### src/rtl/usr_param.sv
// usr_param: parametrised universal shift register.
//
// Shifts, rotates and arithmetic-shifts a WIDTH-bit register by a requested
// step count, one bit per clock, under a start/busy/done handshake. LOAD,
// HOLD and zero-length shifts complete in a single cycle.
//
// Ports:
//   clk      - system clock, all state updates on the rising edge
//   reset    - synchronous, active-high reset (overrides everything)
//   start    - operation request, sampled only while idle
//   s        - mode select (HOLD/SHR/SHL/LOAD/ROR/ROL/ASR/reserved)
//   d        - parallel load data
//   amt      - step count, saturated to WIDTH
//   ser_msb  - serial fill bit entering the MSB on SHR
//   ser_lsb  - serial fill bit entering the LSB on SHL
//   q        - register contents
//   so       - last bit shifted or rotated out
//   busy     - high while a multi-step operation is running
//   done     - one-cycle pulse when an accepted operation completes
module usr_param #(
  parameter int WIDTH = 8,
  parameter int CW    = $clog2(WIDTH + 1)
) (
  input  logic             clk,
  input  logic             reset,
  input  logic             start,
  input  logic [2:0]       s,
  input  logic [WIDTH-1:0] d,
  input  logic [CW-1:0]    amt,
  input  logic             ser_msb,
  input  logic             ser_lsb,
  output logic [WIDTH-1:0] q,
  output logic             so,
  output logic             busy,
  output logic             done
);

  localparam logic [2:0] M_HOLD = 3'b000;
  localparam logic [2:0] M_SHR  = 3'b001;
  localparam logic [2:0] M_SHL  = 3'b010;
  localparam logic [2:0] M_LOAD = 3'b011;
  localparam logic [2:0] M_ROR  = 3'b100;
  localparam logic [2:0] M_ROL  = 3'b101;
  localparam logic [2:0] M_ASR  = 3'b110;

  typedef enum logic [0:0] {
    IDLE  = 1'b0,
    SHIFT = 1'b1
  } state_t;

  // True for the modes that move bits and therefore take one cycle per step.
  function automatic logic is_shift(input logic [2:0] mode);
    logic r;
    case (mode)
      M_SHR, M_SHL, M_ROR, M_ROL, M_ASR: r = 1'b1;
      default:                           r = 1'b0;
    endcase
    return r;
  endfunction

  // One step of the selected mode; returns {bit_out, next_value}.
  // Non-moving modes return the current serial-out bit and value unchanged.
  function automatic logic [WIDTH:0] shift_step(
    input logic [2:0]       mode,
    input logic [WIDTH-1:0] cur,
    input logic             cur_so,
    input logic             fill_msb,
    input logic             fill_lsb
  );
    logic [WIDTH:0] r;
    case (mode)
      M_SHR:   r = {cur[0],       fill_msb,       cur[WIDTH-1:1]};
      M_SHL:   r = {cur[WIDTH-1], cur[WIDTH-2:0], fill_lsb};
      M_ROR:   r = {cur[0],       cur[0],         cur[WIDTH-1:1]};
      M_ROL:   r = {cur[WIDTH-1], cur[WIDTH-2:0], cur[WIDTH-1]};
      M_ASR:   r = {cur[0],       cur[WIDTH-1],   cur[WIDTH-1:1]};
      default: r = {cur_so,       cur};
    endcase
    return r;
  endfunction

  state_t             state_r, state_s;
  logic [CW-1:0]      cnt_r, cnt_s;
  logic [2:0]         mode_r, mode_s;
  logic [WIDTH-1:0]   q_r, q_s;
  logic               so_r, so_s;
  logic               busy_r, busy_s;
  logic               done_r, done_s;
  logic [CW-1:0]      n_s;
  logic [WIDTH:0]     step_s;

  // Requested amount saturated to the register width.
  always_comb begin
    if (amt > CW'(WIDTH)) begin
      n_s = CW'(WIDTH);
    end else begin
      n_s = amt;
    end
  end

  // Next-state and next-output logic of the IDLE/SHIFT controller.
  always_comb begin
    state_s = state_r;
    cnt_s   = cnt_r;
    mode_s  = mode_r;
    q_s     = q_r;
    so_s    = so_r;
    busy_s  = busy_r;
    done_s  = 1'b0;
    step_s  = shift_step(mode_r, q_r, so_r, ser_msb, ser_lsb);
    case (state_r)
      IDLE: begin
        busy_s = 1'b0;
        if (start) begin
          if (s == M_LOAD) begin
            q_s    = d;
            done_s = 1'b1;
          end else if (is_shift(s) && (n_s != {CW{1'b0}})) begin
            state_s = SHIFT;
            mode_s  = s;
            cnt_s   = n_s;
            busy_s  = 1'b1;
          end else begin
            // HOLD, reserved mode, or a zero-length shift: immediate completion.
            done_s = 1'b1;
          end
        end else begin
          done_s = 1'b0;
        end
      end
      SHIFT: begin
        so_s  = step_s[WIDTH];
        q_s   = step_s[WIDTH-1:0];
        cnt_s = cnt_r - CW'(1);
        // The step that consumes the last count finishes the operation.
        if (cnt_r <= CW'(1)) begin
          state_s = IDLE;
          busy_s  = 1'b0;
          done_s  = 1'b1;
          cnt_s   = {CW{1'b0}};
        end else begin
          busy_s = 1'b1;
        end
      end
      default: begin
        state_s = IDLE;
        busy_s  = 1'b0;
        cnt_s   = {CW{1'b0}};
      end
    endcase
  end

  // State and output registers with synchronous reset.
  always_ff @(posedge clk) begin
    if (reset) begin
      state_r <= IDLE;
      cnt_r   <= {CW{1'b0}};
      mode_r  <= M_HOLD;
      q_r     <= {WIDTH{1'b0}};
      so_r    <= 1'b0;
      busy_r  <= 1'b0;
      done_r  <= 1'b0;
    end else begin
      state_r <= state_s;
      cnt_r   <= cnt_s;
      mode_r  <= mode_s;
      q_r     <= q_s;
      so_r    <= so_s;
      busy_r  <= busy_s;
      done_r  <= done_s;
    end
  end

  assign q    = q_r;
  assign so   = so_r;
  assign busy = busy_r;
  assign done = done_r;

endmodule

### config.mk
export PLATFORM = sky130hd
export DESIGN_NAME = usr_param
export DESIGN_NICKNAME = d
export VERILOG_FILES = /design/src/rtl/usr_param.sv
export SDC_FILE = /design/constraint.sdc
export NUM_CORES = 1
export LEC_CHECK = 0
export BUFFER_PORTS_ARGS = -buffer_cell sky130_fd_sc_hd__buf_2
export CORE_MARGIN = 2
export CORE_UTILIZATION = 50
export DETAILED_ROUTE_END_ITERATION = 8
export HOLD_SLACK_MARGIN = 0.15
export PLACE_DENSITY = 0.88
export SETUP_SLACK_MARGIN = 0.02
export SLEW_MARGIN = 20
export SYNTH_ARGS = -nofsm -noshare
export SYNTH_HDL_FRONTEND = slang
export SYNTH_SLANG_ARGS = --single-unit
### constraint.sdc
create_clock -name clk -period 1.95 [get_ports clk]
set_input_delay 0.39 -clock clk [delete_from_list [all_inputs] [get_ports clk]]
set_output_delay 0.39 -clock clk [all_outputs]
set_load 0.01 [all_outputs]
==> key figures <==
Worst setup path
  • Worst path cell trace: inv_1 > ha_1 > o21ai_0 > a221oi_1 > a211oi_1
  • Max incr delay on CP: 0.45 ns
  • Crit path to: cnt_r[1]
  • Critical path depth in cells: 5
  • CP Max Fanout: 5
  • R2r startpoint: cnt_r[0]
  • Setup CP Type: register to register
  • Setup crit start: cnt_r[0]
  • Worst Path Buf+Inv: 1
  • CP delay by family, top: compound AO/OA/AOI/OAI gates
  • CP endpoint kind: register
  • Critical Path RT: 2.16 ns
  • Reg2Reg Depth: 5
  • Setup crit start kind: register
  • Reg2reg setup slack: 0.30 ns
  • Slowest CP cell: o21ai_0
  • Critical path arrival: 1.86 ns
  • End of the worst register-to-register path: cnt_r[1]

STA
  • Minimum clock period: 1.65 ns
  • Post-Route Setup TNS: 0 ns
  • Setup violators final: 0
  • Worst Tran Pin Value: 0.549 ns
  • Final Hold Viols: 0
  • Fmax: 0.607 GHz
  • Max Slew Vio Count: 0
  • Post-route clock period utilization: 0.845
  • Slew margin rel.: 0.631
  • Clock skew: 0.00680 ns
  • Unrepaired setup endpoints after global routing: false

Finish
  • Area growth, synth to finish: 16.2%
  • Non-filler instance count after layout: 187
  • Nets: 182
  • Layout cell share with drive strength beyond 1: 0.321
  • FILL cells: 183
  • Ant. Diodes: 0

Yosys
  • Synth top area cells: dfxtp_1, mux2i_1, nor2_1, a32o_1, or2_2
  • Synth Area in Adders: 0.0220
  • Area leader, netlist: dfxtp_1
  • XOR/XNOR share of the synthesized area: 0
  • Synth cell types: 42
  • Ys Warns: 0
  • Complex-gate fraction of the synthesized area: 0.222
  • Mapped Area: 1140 um^2
  • Cells after synthesis: 132
  • Post-synthesis mux area share: 0.105
  • FF+latch count, synth: 18
  • Syn nets: 154
  • Post-synth top area share: 0.316
  • Simple-gate share of the synthesized area: 0.255
  • Post-synth ARST share: 0
  • Largest family of logic cells by synthesized area: simple AND/OR/NAND/NOR gates
  • Synth top cells by count: nor2_1, dfxtp_1, mux2i_1
  • Mean Syn Cell Area: 8.63 um^2
  • Register area share after synthesis: 0.316
  • Count leader, synth: nor2_1
  • Post-synth EDFFs: 0
  • Ys flop type: dfxtp_1

GRT
  • Largest net degree at the start of global routing: 14
  • Grt ovf: 0
  • Global-route wire length before repair: 4.43 mm
  • Number of antenna violations at the first check in global routing: 0
  • Gr usage total: 0.218
  • Vias in the first global route: 1,014

Detailed routing
  • Final ANT Viol Nets: 0
  • Post-Route WL: 2.65 mm
  • WL/cell: 14.1 um
  • DRT met1 WL: 1.12 mm
  • Drt first pass iters: 4
  • Vias: 1,090
  • Top routing layer in use: met4
  • Number of vias per cell: 5.83
  • DRT iter0 DRCs: 38
  • DR WL met3: 99 um
  • DRC Markers: 0
  • Met2 wire length: 1.37 mm

CTS
  • Clk_lat worst skew: 0.30 ns
  • CTS tree: done
  • Post-cts resize count: 0
  • CTS Sinks: 18
  • CTS HTree Levels: 1
  • Clock transition at the registers of the reported paths: 0.10 ns
  • Clock buffer depth: 2
  • Post-CTS Setup Inserts: 0
  • Clock root buffer: clkbuf_4
  • CTS Buf Count: 3
  • # hold bufs at CTS: 0

Floorplanning
  • Die Area: 2670 um^2
  • IO Pins: 31
  • Die width: 51.7 um
  • Core Rows: 17
  • Die extent in y: 51.7 um
  • Initial Util: 0.520
  • Core area: 2190 um^2

Outcome
  • Status: finished clean

Job
  • Max_cap viols: 0

Power
  • Worst vdd ir: 419 uV
  • Pleak: 0.574 nW
  • Pwr per Cell Area: 686 nW/um^2

Hold path
  • Hold crit path type: primary input to register

Placement
  • Global placer's final weighted congestion: 0.804
  • Placed cells: 183
  • HPWL after DPL: 2.02 mm
  • IO buf count: 30
## sequential cells by signal, summed over array words and instances, names as in the netlist
signal,cells
q,8
cnt_r,4
busy,1
done,1
mode_r,3
so,1
## metal layers
layer,vias up,global-route usage
met5,-,0
met4,0,0.101
met3,6,0.0287
met2,38,0.376
met1,509,0.268
li1,537,-
## area by class of cell
| cell class | instances | area, um^2 | share of cell area |
|---|---|---|---|
| flip-flops and latches | 18 | 360 | 0.272 |
| repair buffers | 32 | 165 | 0.125 |
| clock buffers | 4 | 36.3 | 0.0274 |
| well taps | 28 | 35.0 | 0.0265 |
| multi-input cells | 95 | 688 | 0.520 |
| inverters | 10 | 37.5 | 0.0284 |
## worst min-delay path by stage
stage	cells past startpoint	endpoint	slack, ns	start
floorplan	2	cnt_r[1]	0.48	cnt_r[1]
global placement	2	so	0.45	so
detailed placement	2	so	0.46	so
CTS	3	mode_r[2]	0.38	s[2]
global route	3	mode_r[2]	0.38	s[2]
finish	3	mode_r[2]	0.39	s[2]
## worst min-delay path, stage by stage
cell	delay, ns
buf_2	0.10
mux2i_1	0.07
nor2_1	0.08
## cell families after synthesis
kind of cell | Yosys count
AOI/OAI and AO/OA | 31
and+or+nand+nor | 50
muxes | 12
buffers and inverters | 19
DFF | 18
adders and majority gates | 2
## placed cells by master (no fill, tap or decap), types with 2 or more instances in the layout
cell type  synthesis  layout
nand3_1            4       4
a32o_1             7       7
nor2b_1            2       2
nor3_1             3       3
buf_2              2      30
inv_1             10      10
a211oi_1           2       2
nor2_1            19      19
dfxtp_1           18      18
nand2_1            2       2
or3_1              2       2
ha_1               2       2
o21ai_0            4       4
mux2i_1           12      12
clkbuf_4           0       3
a221oi_1           3       3
or2_2              7       7
a21oi_1            3       3
and3_1             2       2
buf_4              0       2
## metrics by stage
| step | utilization | total power [mW] | setup slack (ns) | hold slack, ns | instance area [um^2] |
|---|---|---|---|---|---|
| after floorplan | - | 0.612 | 0.358 | 0.484 | 1140 |
| after detailed placement | 0.587 | 0.679 | 0.192 | 0.461 | 1290 |
| after global routing | 0.604 | 0.962 | 0.186 | 0.375 | 1320 |
| after CTS | 0.604 | 0.911 | 0.301 | 0.381 | 1320 |
| after global placement | 0.587 | 0.666 | 0.265 | 0.453 | 1290 |
| final | 0.604 | 0.907 | 0.302 | 0.385 | 1320 |
## report_power, final
group	internal (mW)	total, mW	switching (mW)
clock network	0.114	0.233	0.119
registers	0.396	0.431	0.0357
logic	0.113	0.243	0.130
total	0.622	0.907	0.285
Note: power is estimated with default switching activity, not from simulation.
